<file path="src/rtl/ad9361_mcs_sync_gen_if.sv">
// Control/status bundle between the EMIO GPIO side and the MCS sync generator.
// The master drives the request and configuration; the slave (the generator)
// returns the SYNC_IN pulse and the status flags.
interface ad9361_mcs_sync_gen_if #(
  parameter int CNT_W = 4
);
  logic             enable;
  logic             req;
  logic [CNT_W-1:0] num_pulses;
  logic             clr_overrun;
  logic             mcs_sync;
  logic             busy;
  logic             done;
  logic             overrun;

  modport master (
    output enable, req, num_pulses, clr_overrun,
    input  mcs_sync, busy, done, overrun
  );

  modport slave (
    input  enable, req, num_pulses, clr_overrun,
    output mcs_sync, busy, done, overrun
  );
endinterface

</file>
<file path="src/rtl/ad9361_mcs_sync_gen.sv">
// AD9361 multi-chip-sync SYNC_IN pulse train generator.
// A rising edge on the (asynchronous) software request starts a train of
// num_pulses pulses, each PULSE_WIDTH cycles high, separated by GAP_WIDTH
// cycles low. Busy/done/overrun report progress back to software.
module ad9361_mcs_sync_gen #(
  parameter int PULSE_WIDTH = 16,
  parameter int GAP_WIDTH   = 64,
  parameter int CNT_W       = 4
) (
  input  logic                  clk,
  input  logic                  resetn,
  ad9361_mcs_sync_gen_if.slave  bus
);

  localparam int MAX_W  = (PULSE_WIDTH > GAP_WIDTH) ? PULSE_WIDTH : GAP_WIDTH;
  localparam int WCNT_W = (MAX_W > 1) ? $clog2(MAX_W) : 1;

  localparam logic [WCNT_W-1:0] PW_LOAD  = WCNT_W'(PULSE_WIDTH - 1);
  localparam logic [WCNT_W-1:0] GAP_LOAD = WCNT_W'(GAP_WIDTH - 1);

  typedef enum logic [1:0] {
    ST_IDLE = 2'd0,
    ST_HIGH = 2'd1,
    ST_LOW  = 2'd2,
    ST_DONE = 2'd3
  } state_t;

  state_t             state_q, state_d;
  logic [WCNT_W-1:0]  cnt_q, cnt_d;
  logic [CNT_W-1:0]   rem_q, rem_d;

  logic               s1_q, s2_q, s3_q;
  logic [1:0]         vld_q;
  logic               armed_q;
  logic               overrun_q;

  logic               req_edge;
  logic               busy_w;

  // Request synchronizer and history flop. armed_q only rises once a settled
  // low has been seen on s2 after reset, so a request that was already high
  // across reset must drop and rise again before it can start a sequence.
  always_ff @(posedge clk or negedge resetn) begin
    if (!resetn) begin
      s1_q    <= 1'b0;
      s2_q    <= 1'b0;
      s3_q    <= 1'b0;
      vld_q   <= 2'b00;
      armed_q <= 1'b0;
    end else begin
      // NOTE: non-blocking assignments keep s1/s2/s3 a real shift register;
      // blocking ones would collapse the chain into a single flop.
      s1_q  <= bus.req;
      s2_q  <= s1_q;
      s3_q  <= s2_q;
      vld_q <= {vld_q[0], 1'b1};
      if (vld_q[1] && !s2_q) begin
        armed_q <= 1'b1;
      end
    end
  end

  assign req_edge = s2_q & ~s3_q & armed_q;
  assign busy_w   = (state_q != ST_IDLE);

  // State, width counter and remaining-pulse register.
  always_ff @(posedge clk or negedge resetn) begin
    if (!resetn) begin
      state_q <= ST_IDLE;
      cnt_q   <= '0;
      rem_q   <= '0;
    end else begin
      state_q <= state_d;
      cnt_q   <= cnt_d;
      rem_q   <= rem_d;
    end
  end

  // Next-state and counter update; enable low forces IDLE from any state.
  always_comb begin
    // NOTE: every _d signal gets a default before the case so no branch can
    // leave it unassigned and infer a latch.
    state_d = state_q;
    cnt_d   = cnt_q;
    rem_d   = rem_q;
    if (!bus.enable) begin
      state_d = ST_IDLE;
    end else begin
      unique case (state_q)
        ST_IDLE: begin
          if (req_edge) begin
            if (bus.num_pulses != '0) begin
              rem_d   = bus.num_pulses - CNT_W'(1);
              cnt_d   = PW_LOAD;
              state_d = ST_HIGH;
            end else begin
              state_d = ST_DONE;
            end
          end
        end
        ST_HIGH: begin
          if (cnt_q != '0) begin
            cnt_d = cnt_q - WCNT_W'(1);
          end else if (rem_q != '0) begin
            cnt_d   = GAP_LOAD;
            rem_d   = rem_q - CNT_W'(1);
            state_d = ST_LOW;
          end else begin
            state_d = ST_DONE;
          end
        end
        ST_LOW: begin
          if (cnt_q != '0) begin
            cnt_d = cnt_q - WCNT_W'(1);
          end else begin
            cnt_d   = PW_LOAD;
            state_d = ST_HIGH;
          end
        end
        ST_DONE: begin
          state_d = ST_IDLE;
        end
        default: begin
          state_d = ST_IDLE;
        end
      endcase
    end
  end

  // Sticky overrun: a request edge while busy; set takes priority over clear.
  always_ff @(posedge clk or negedge resetn) begin
    if (!resetn) begin
      overrun_q <= 1'b0;
    end else if (req_edge && busy_w && bus.enable) begin
      overrun_q <= 1'b1;
    end else if (bus.clr_overrun) begin
      overrun_q <= 1'b0;
    end
  end

  // Output decode from registered state only.
  always_comb begin
    bus.mcs_sync = (state_q == ST_HIGH);
    bus.busy     = busy_w;
    bus.done     = (state_q == ST_DONE);
    bus.overrun  = overrun_q;
  end

endmodule

</file>
<file path="src/flat_wrapper.sv">
// flat-port wrapper written by rule: the top's interface ports become plain ports
module ad9361_mcs_sync_gen_flat 
#(
  parameter int PULSE_WIDTH = 16,
  parameter int GAP_WIDTH   = 64,
  parameter int CNT_W       = 4
)
  (clk, resetn, bus_enable, bus_req, bus_num_pulses, bus_clr_overrun, bus_mcs_sync, bus_busy, bus_done, bus_overrun);
  ad9361_mcs_sync_gen_if #(.CNT_W(CNT_W)) bus_i ();
  input  logic clk;
  input  logic resetn;
  input wire logic [$bits(bus_i.enable)-1:0] bus_enable;
  input wire logic [$bits(bus_i.req)-1:0] bus_req;
  input wire logic [$bits(bus_i.num_pulses)-1:0] bus_num_pulses;
  input wire logic [$bits(bus_i.clr_overrun)-1:0] bus_clr_overrun;
  output wire logic [$bits(bus_i.mcs_sync)-1:0] bus_mcs_sync;
  output wire logic [$bits(bus_i.busy)-1:0] bus_busy;
  output wire logic [$bits(bus_i.done)-1:0] bus_done;
  output wire logic [$bits(bus_i.overrun)-1:0] bus_overrun;
  assign bus_i.enable = bus_enable;
  assign bus_i.req = bus_req;
  assign bus_i.num_pulses = bus_num_pulses;
  assign bus_i.clr_overrun = bus_clr_overrun;
  assign bus_mcs_sync = bus_i.mcs_sync;
  assign bus_busy = bus_i.busy;
  assign bus_done = bus_i.done;
  assign bus_overrun = bus_i.overrun;
  ad9361_mcs_sync_gen #(.PULSE_WIDTH(PULSE_WIDTH), .GAP_WIDTH(GAP_WIDTH), .CNT_W(CNT_W)) u_core (.clk(clk), .resetn(resetn), .bus(bus_i));
endmodule
</file>
<file path="config.mk">
export PLATFORM = sky130hd
export DESIGN_NAME = ad9361_mcs_sync_gen_flat
export DESIGN_NICKNAME = d
export VERILOG_FILES = /design/src/rtl/ad9361_mcs_sync_gen_if.sv /design/src/rtl/ad9361_mcs_sync_gen.sv /design/src/flat_wrapper.sv
export SDC_FILE = /design/constraint.sdc
export NUM_CORES = 1
export LEC_CHECK = 0
export BUFFER_PORTS_ARGS = -buffer_cell sky130_fd_sc_hd__buf_2
export CORE_MARGIN = 2
export CORE_UTILIZATION = 40
export CTS_BUF_LIST = sky130_fd_sc_hd__clkbuf_16
export CTS_CLUSTER_DIAMETER = 40
export DETAILED_ROUTE_END_ITERATION = 8
export PLACE_DENSITY = 0.71
export SLEW_MARGIN = 20
export SYNTH_ARGS = -nofsm -noshare
export SYNTH_HDL_FRONTEND = slang
export SYNTH_SLANG_ARGS = --single-unit
</file>
<file path="constraint.sdc">
create_clock -name clk -period 1.8 [get_ports clk]
set_input_delay 0.09 -clock clk [delete_from_list [all_inputs] [get_ports clk]]
set_output_delay 0.09 -clock clk [all_outputs]
set_load 0.005 [all_outputs]
</file>
==> results.txt, run 1 <==
----------------------------------------------------
[Critical path]
  CP endpoint kind ... flop
  Slowest-stage cell, CP ... sky130_fd_sc_hd__a221oi_4
  Bufs and invs on worst path ... 2
  Data arrival time at the worst-slack endpoint ... between 2 and 2.5 ns
  Largest fanout on the critical path ... 5
  Worst-case reg-to-reg path depth ... 8
  Startpoint Class ... flop
  Top delay family on crit path ... compound AO/OA/AOI/OAI gates
  Number of stages on the worst setup path ... 8
  Type of the worst setup path ... reg -> reg
  Worst stage delay on the critical path ... 0.40 ns
  CP cell instances ... inv_2 -> ha_4 -> and2b_2 -> and2_4 -> a221oi_4 -> buf_4 -> o21a_1 -> o22a_1
  Required time worst endpoint ... 1.99 ns

[Global routing]
  Global-route wire length before repair ... 4.37 mm
  Pin count of the biggest net entering global routing ... 20
  Initial antenna violation count ... 0
  Via count of the first global-routing pass ... roughly 1000
  Total GRT Usage ... 17.3%
  Total overflow reported by the global router ... 0

[Yosys]
  Share of Yosys cell area claimed by the top area cell type ... 43.4%
  Count of different cell masters after synthesis ... 37
  Top flip-flop cell by instance count after synthesis ... sky130_fd_sc_hd__dfrtp_1
  Mapped cell area ... 0.00110 mm^2
  Main combinational cell family by area after synthesis ... compound AO/OA/AOI/OAI gates
  Post-synthesis sequential area ratio ... 43.4%
  Post-synthesis compound-gate area fraction ... about 23%
  Synthesized instance count ... around 110
  Synth Area in Simple Gates ... 14.5%
  Leading post-synthesis cells by cell area ... sky130_fd_sc_hd__dfrtp_1 (43%), sky130_fd_sc_hd__ha_1 (9.1%), sky130_fd_sc_hd__mux2i_1 (3.7%), sky130_fd_sc_hd__o21ai_0 (3.2%), sky130_fd_sc_hd__o22a_1 (3.2%)
  Warnings from Yosys ... 0
  Number of nets in the synthesized netlist ... 122
  Async set-reset flop share out of synthesis ... 100%
  Average instance area after synthesis ... 10.4 um^2
  Mux cell area share after synthesis ... under 10%
  Leading area contributor after synthesis ... sky130_fd_sc_hd__dfrtp_1
  Post-synthesis register bit count ... 19
  Adder-cell share of the synthesized area ... 9.13%
  Number of flops mapped to enable cells by yosys ... 0
  Post-synthesis share of cell area spent on xor and xnor gates ... 0.799%

[Final layout]
  Most common cell after layout, fill and taps aside ... sky130_fd_sc_hd__buf_4
  Number of diodes added for antenna fixing ... 0
  Final core utilization ... 62.9%
  Signed area change from the synthesized netlist to the final layout ... 46.0%
  FILL cells ... about 210
  # nets final ... 167
  Highest-count cells in the layout ignoring fill and taps ... sky130_fd_sc_hd__buf_4 (26), sky130_fd_sc_hd__dfrtp_1 (18), sky130_fd_sc_hd__buf_2 (12)
  Layout cells sized above 1 ... 49.7%

[Route]
  Antenna-violating nets left ... 0
  Routed wire per std cell ... 14.6 um
  Initial drt markers ... 29
  Vias per cell ... 5.44
  Routed wire length ... roughly 2.6 mm
  DRC violations left ... 0
  Number of iterations in the first detailed-routing pass ... 4
  Via total after detailed routing ... 974

[CTS]
  Clock sink count ... 19
  Clock root buffer master ... sky130_fd_sc_hd__clkbuf_16
  H-tree level count ... 1
  TritonCTS clock tree ... done
  Clock Latency Late Sink ... between 0.2 and 0.3 ns
  Maximum buffer depth of the clock tree ... 2
  Worst-path clk slew ... ~0.060 ns
  CTS Buf Count ... 3

[Power]
  Final Power ... 2.42 mW
  Worst IR Drop VDD ... 1.22 mV
  Areal power density over the cells ... between 1500 and 2000 mW/mm^2
  Proportion of power drawn by combinational gates ... 55.2%
  Reported leakage power ... between 0.7 and 0.8 nW
  Switching power as a share of total power ... 36.2%
  Power share of the sequential group ... about 26%
  Internal cell power ... 1.54 mW
  Part of the total power dissipated in the clock network ... 19.2%
  Net Switching ... ~880 uW

[Die]
  Site row count ... 18
  Area of the core ... 0.00254 mm^2
  Die Height ... 56.3 um
  Starting density of the core ... between 40% and 50%
  Top-level port count ... 13
  Die X ... 56.3 um
  Floorplan die area ... 0.00317 mm^2

[Timing]
  Final hold violation count ... 0
  Final count of pins violating max slew ... 0
  Final count of negative-setup-slack endpoints ... 2
  Post-Route Hold Slack ... 0.0218 ns
  Final worst-path cycle share ... 101%
  Final worst setup slack ... -0.0141 ns
  RSZ-0062 raised after global routing ... yes
  Final critical-path required period ... 1.81 ns
  Post-Route Setup TNS ... -0.0184 ns
  Highest achievable clock rate ... about 550 MHz
  Clock Skew ... 0.00161 ns

[Placement]
  PortBufs ... 12
  Detailed-placement wirelength estimate ... 1.84 mm
  RD Place Congestion ... 0.768
  Pre-CTS setup slack ... -0.0905 ns

[Job]
  Number of max-capacitance violations reported ... 0

[Outcome]
  Outcome ... finished, violations left
  Failing checks ... negative setup slack

[Worst hold path]
  Hold/Removal Path Class ... in -> reg
  Worst Hold Path Cells ... 2

----------------------------------------------------
-- cells by family (layout without fill, tap and decap cells) --
group           Yosys count  after routing
fa+ha+maj                 8              8
buf+inv                   9             53
xor+xnor                  1              1
flops                    19             19
compound gates           33             33
mux                       6              6
simple gates             28             28
other cells               1              1
-- timing repair --
action                                  in CTS  in global routing
hold buffers                                 2                  0
resized for setup                           12                 10
cloned                                       0                  0
buffers inserted                             8                  2
pin swaps                                    8                 10
hold endpoints to repair                    20                  0
endpoints found under the setup margin       7                  9
-- flip-flops by register name, indices dropped and copies added (netlist names) --
register / flops
u_core.rem_q: 4
u_core.s3_q: 1
u_core.vld_q: 2
u_core.armed_q: 1
u_core.s1_q: 1
u_core.state_q: 2
u_core.cnt_q: 6
u_core.s2_q: 1
u_core.bus.overrun: 1
-- power by group through the flow --
stage               clock network, mW  logic [mW]  registers [mW]
finish                          0.465        1.34           0.620
global route                    0.496        1.46           0.635
CTS                             0.482        1.20           0.610
detailed placement                  0        1.05           0.620
global placement                    0        1.00           0.613
floorplan                           0       0.617           0.630
-- metal layers --
layer / part of all wire, % / track usage, %
met5: 0 / 0
met1: 44 / 20.7
met2: 53 / 31.9
met4: 0 / 2.38
met3: 2.2 / 4.15
-- through the flow --
step           area (um^2)  cells
4_1_cts               1540    177
3_5_place_dp          1360    164
2_1_floorplan         1140    105
6_report              1600    179
5_1_grt               1600    179
3_3_place_gp          1360    164
-- area by class of cell --
| class | count | area (um^2) | share of cell area, % |
|---|---|---|---|
| Clock buffer | 3 | 75.1 | 4.69 |
| Clock inverter | 1 | 7.51 | 0.469 |
| Inverter | 8 | 32.5 | 2.03 |
| Multi-Input combinational cell | 77 | 684 | 42.8 |
| Sequential cell | 19 | 477 | 29.8 |
| Tap cell | 30 | 37.5 | 2.35 |
| Timing Repair Buffer | 41 | 287 | 17.9 |
-- cells in the mapped netlist (2+ instances only) --
master and number:
sky130_fd_sc_hd__or3_1 2, sky130_fd_sc_hd__o21a_1 4, sky130_fd_sc_hd__ha_1 8, sky130_fd_sc_hd__a21o_1 2
sky130_fd_sc_hd__nor3_1 3, sky130_fd_sc_hd__nor2_1 5, sky130_fd_sc_hd__mux2i_1 4, sky130_fd_sc_hd__dfrtp_1 19
sky130_fd_sc_hd__a21oi_1 5, sky130_fd_sc_hd__inv_1 8, sky130_fd_sc_hd__nor2b_1 2, sky130_fd_sc_hd__mux2_2 2
sky130_fd_sc_hd__o21ai_0 7, sky130_fd_sc_hd__nand2_1 8, sky130_fd_sc_hd__o22a_1 4
-- path summary, 6_finish.rpt --
| kind | from | end | slack, ns |
|---|---|---|---|
| worst max-delay path | u_core.cnt_q[1]$_DFFE_PN0P_ | u_core.cnt_q[2]$_DFFE_PN0P_ | -0.01 |
| worst min register to register | u_core.s1_q$_DFF_PN0_ | u_core.s2_q$_DFF_PN0_ | 0.35 |
| worst min-delay path | bus_clr_overrun | u_core.bus.overrun$_DFFE_PN0P_ | 0.02 |
| min in group asynchronous | resetn | u_core.vld_q[0]$_DFF_PN0_ | 0.31 |
| max in group asynchronous | resetn | u_core.state_q[0]$_DFFE_PN0P_ | 1.15 |
| worst max register to register | u_core.cnt_q[1]$_DFFE_PN0P_ | u_core.cnt_q[2]$_DFFE_PN0P_ | -0.01 |
Note: power is estimated with default switching activity, not from simulation.
==> run 2, diff against run 1 <==
==> constraint.sdc (replaced) <==
create_clock -name clk -period 1.8 [get_ports clk]
set_input_delay 0.27 -clock clk [delete_from_list [all_inputs] [get_ports clk]]
set_output_delay 0.27 -clock clk [all_outputs]
set_load 0.005 [all_outputs]
==> results.txt, run 2 (same netlist as run 1, synthesis figures left out) <==
----------------------------------------------------
[Outcome]
  Outcome ... finished, violations left
  Failing checks ... negative setup slack

[CTS]
  Maximum buffer depth of the clock tree ... 2 (unchanged)
  CTS Buf Count ... 3 (unchanged)
  Clock Latency Late Sink ... 0.25 ns (about the same)
  Worst-path clk slew ... 0.06 ns (about the same)
  Clock root buffer master ... sky130_fd_sc_hd__clkbuf_16
  H-tree level count ... 1 (unchanged)
  Clock sink count ... 19 (unchanged)
  TritonCTS clock tree ... done

[Route]
  Number of iterations in the first detailed-routing pass ... 5 (+1)
  Routed wire per std cell ... 14.8 um (+1.7%)
  Met1 routed wirelength after detailed routing ... 1.10 mm (-4.8%)
  Vias per cell ... 5.39 (-0.86%)
  Antenna-violating nets left ... 0 (unchanged)
  Via total after detailed routing ... 971 (-0.31%)
  Routed wire length ... 2.67 mm (+2.3%)
  DRC violations left ... 0 (unchanged)
  Sum of met2 wire segment lengths after detailed routing ... 1.45 mm (+4.0%)
  Initial drt markers ... 35 (+21%)
  Met3 WL ... 90 um (+55%)
  Uppermost metal layer occupied by signal nets ... met4

[Global routing]
  Initial antenna violation count ... 0 (unchanged)
  Total GRT Usage ... 18.5% (+1.2 points)
  Total overflow reported by the global router ... 0 (unchanged)
  Via count of the first global-routing pass ... 1036 (+0.48%)
  Global-route wire length before repair ... 4.64 mm (+6.0%)
  Pin count of the biggest net entering global routing ... 20 (unchanged)

[Final layout]
  Number of diodes added for antenna fixing ... 0 (unchanged)
  Most common cell after layout, fill and taps aside ... sky130_fd_sc_hd__buf_4
  Layout cells sized above 1 ... 50.0% (+0.34 points)
  Register ranked first by flip-flop count ... u_core.cnt_q
  Signed area change from the synthesized netlist to the final layout ... 44.6%
  Highest-count cells in the layout ignoring fill and taps ... sky130_fd_sc_hd__buf_4 (26), sky130_fd_sc_hd__dfrtp_1 (18), sky130_fd_sc_hd__buf_2 (12)
  Final core utilization ... 62.3% (-0.59 points)
  Number of standard cells in the final layout excluding fillers ... 180 (+0.56%)
  # nets final ... 168 (+0.60%)
  Register Area ... 477 um^2 (unchanged)
  Area of all placed cells without fillers ... 0.00159 mm^2 (-0.94%)
  Flip-flop count of the largest register, all copies and words added ... 6 (unchanged)
  FILL cells ... 219 (+4.8%)
  Multi-input logic area ... 662 um^2 (-3.3%)
  Largest registers ... u_core.cnt_q x6, u_core.rem_q x4

[Critical path]
  Startpoint Class ... flop
  Bufs and invs on worst path ... 2 (unchanged)
  Slowest-stage cell, CP ... sky130_fd_sc_hd__a2111o_2
  Required time worst endpoint ... 1.94 ns (-0.05 ns)
  Largest fanout on the critical path ... 6 (+1)
  Type of the worst setup path ... reg -> reg
  Top delay family on crit path ... compound AO/OA/AOI/OAI gates
  CP cell instances ... buf_6 -> ha_4 -> buf_4 -> a2111o_2 -> mux2_2
  CP endpoint kind ... flop
  Data arrival time at the worst-slack endpoint ... 1.99 ns (-0.02 ns)
  Worst stage delay on the critical path ... 0.56 ns (+0.16 ns)

[Placement]
  Post-placement cell count ... 170 (+3.7%)
  PortBufs ... 12 (unchanged)
  Detailed-placement wirelength estimate ... 1.89 mm (+2.8%)
  Pre-CTS setup slack ... -0.0566 ns (+0.0339 ns)
  Instance area after placement ... 0.00141 mm^2 (+3.3%)
  RD Place Congestion ... 0.783 (+1.9%)

[Die]
  Die Height ... 56.3 um (unchanged)
  Die X ... 56.3 um (unchanged)
  Area of the core ... 0.00254 mm^2 (unchanged)
  Top-level port count ... 13 (unchanged)
  Floorplan die area ... 0.00317 mm^2 (unchanged)
  Starting density of the core ... 43.1% (unchanged)
  Site row count ... 18 (unchanged)

[Power]
  Worst IR Drop VDD ... 1.26 mV (+3.3%)
  Final Power ... 2.34 mW (-3.2%)
  Areal power density over the cells ... 1480 mW/mm^2 (-2.3%)
  Reported leakage power ... 0.732 nW (+0.72%)

[Timing]
  Highest achievable clock rate ... 539 MHz (-2.2%)
  Final critical-path required period ... 1.85 ns (+0.0408 ns)
  Clock Skew ... 0.00297 ns (+0.00136 ns)
  Final count of pins violating max slew ... 0 (unchanged)
  Final count of negative-setup-slack endpoints ... 2 (unchanged)
  RSZ-0062 raised after global routing ... yes
  Final hold violation count ... 0 (unchanged)
  Post-Route Hold Slack ... 0.123 ns (+0.102 ns)
  Final worst setup slack ... -0.0550 ns (-0.0408 ns)
  Post-Route Setup TNS ... -0.0997 ns (-0.0813 ns)
  Final worst-path cycle share ... 103% (+2.3 points)

[Worst hold path]
  Hold/Removal Path Class ... in -> reg

[Job]
  Number of max-capacitance violations reported ... 0 (unchanged)

----------------------------------------------------
## run 2: final timing paths
kind | start | end | slack [ns] | cells past startpoint
min in group asynchronous | resetn | u_core.cnt_q[3]$_DFFE_PN0P_ | 0.50 | 2
hold reg to reg | u_core.vld_q[0]$_DFF_PN0_ | u_core.vld_q[1]$_DFF_PN0_ | 0.35 | 0
hold / removal | bus_req | u_core.s1_q$_DFF_PN0_ | 0.12 | 1
setup reg to reg | u_core.state_q[0]$_DFFE_PN0P_ | u_core.rem_q[0]$_DFFE_PN0P_ | -0.05 | 5
setup / recovery | u_core.state_q[0]$_DFFE_PN0P_ | u_core.rem_q[0]$_DFFE_PN0P_ | -0.05 | 5
max in group asynchronous | resetn | u_core.state_q[0]$_DFFE_PN0P_ | 0.97 | 2
## run 2: layer usage
layer	global-route usage [%]	vias to the layer above
met3	5.07	6
met5	0	-
li1	-	470
met1	23.1	477
met4	3.74	0
met2	32.1	18
## run 2: cell type report
class | instances | share of cell area [%]
timing repair buffer | 42 | 18.9
tap | 30 | 2.37
clock buffer | 3 | 4.74
inverter | 8 | 1.89
multi-input combinational | 77 | 41.8
sequential | 19 | 30.1
clock inverter | 1 | 0.316
## run 2: repair_timing
action	in CTS	in global routing
gates resized for setup	9	10
hold buffers	1	0
gates cloned	0	0
buffers inserted	4	1
setup endpoints to repair	4	10
endpoints found under the hold margin	19	0
pin swaps	6	8
## run 2: worst register-to-register path, stage by stage, from the launching register on
cell and delay, ns:
sky130_fd_sc_hd__dfrtp_2 0.41, sky130_fd_sc_hd__buf_6 0.12, sky130_fd_sc_hd__ha_4 0.19, sky130_fd_sc_hd__buf_4 0.17
sky130_fd_sc_hd__a2111o_2 0.56, sky130_fd_sc_hd__mux2_2 0.30
## run 2: power by group
group,switching [mW],internal [mW]
sequential,0.0742,0.535
combinational,0.614,0.663
clock,0.160,0.298
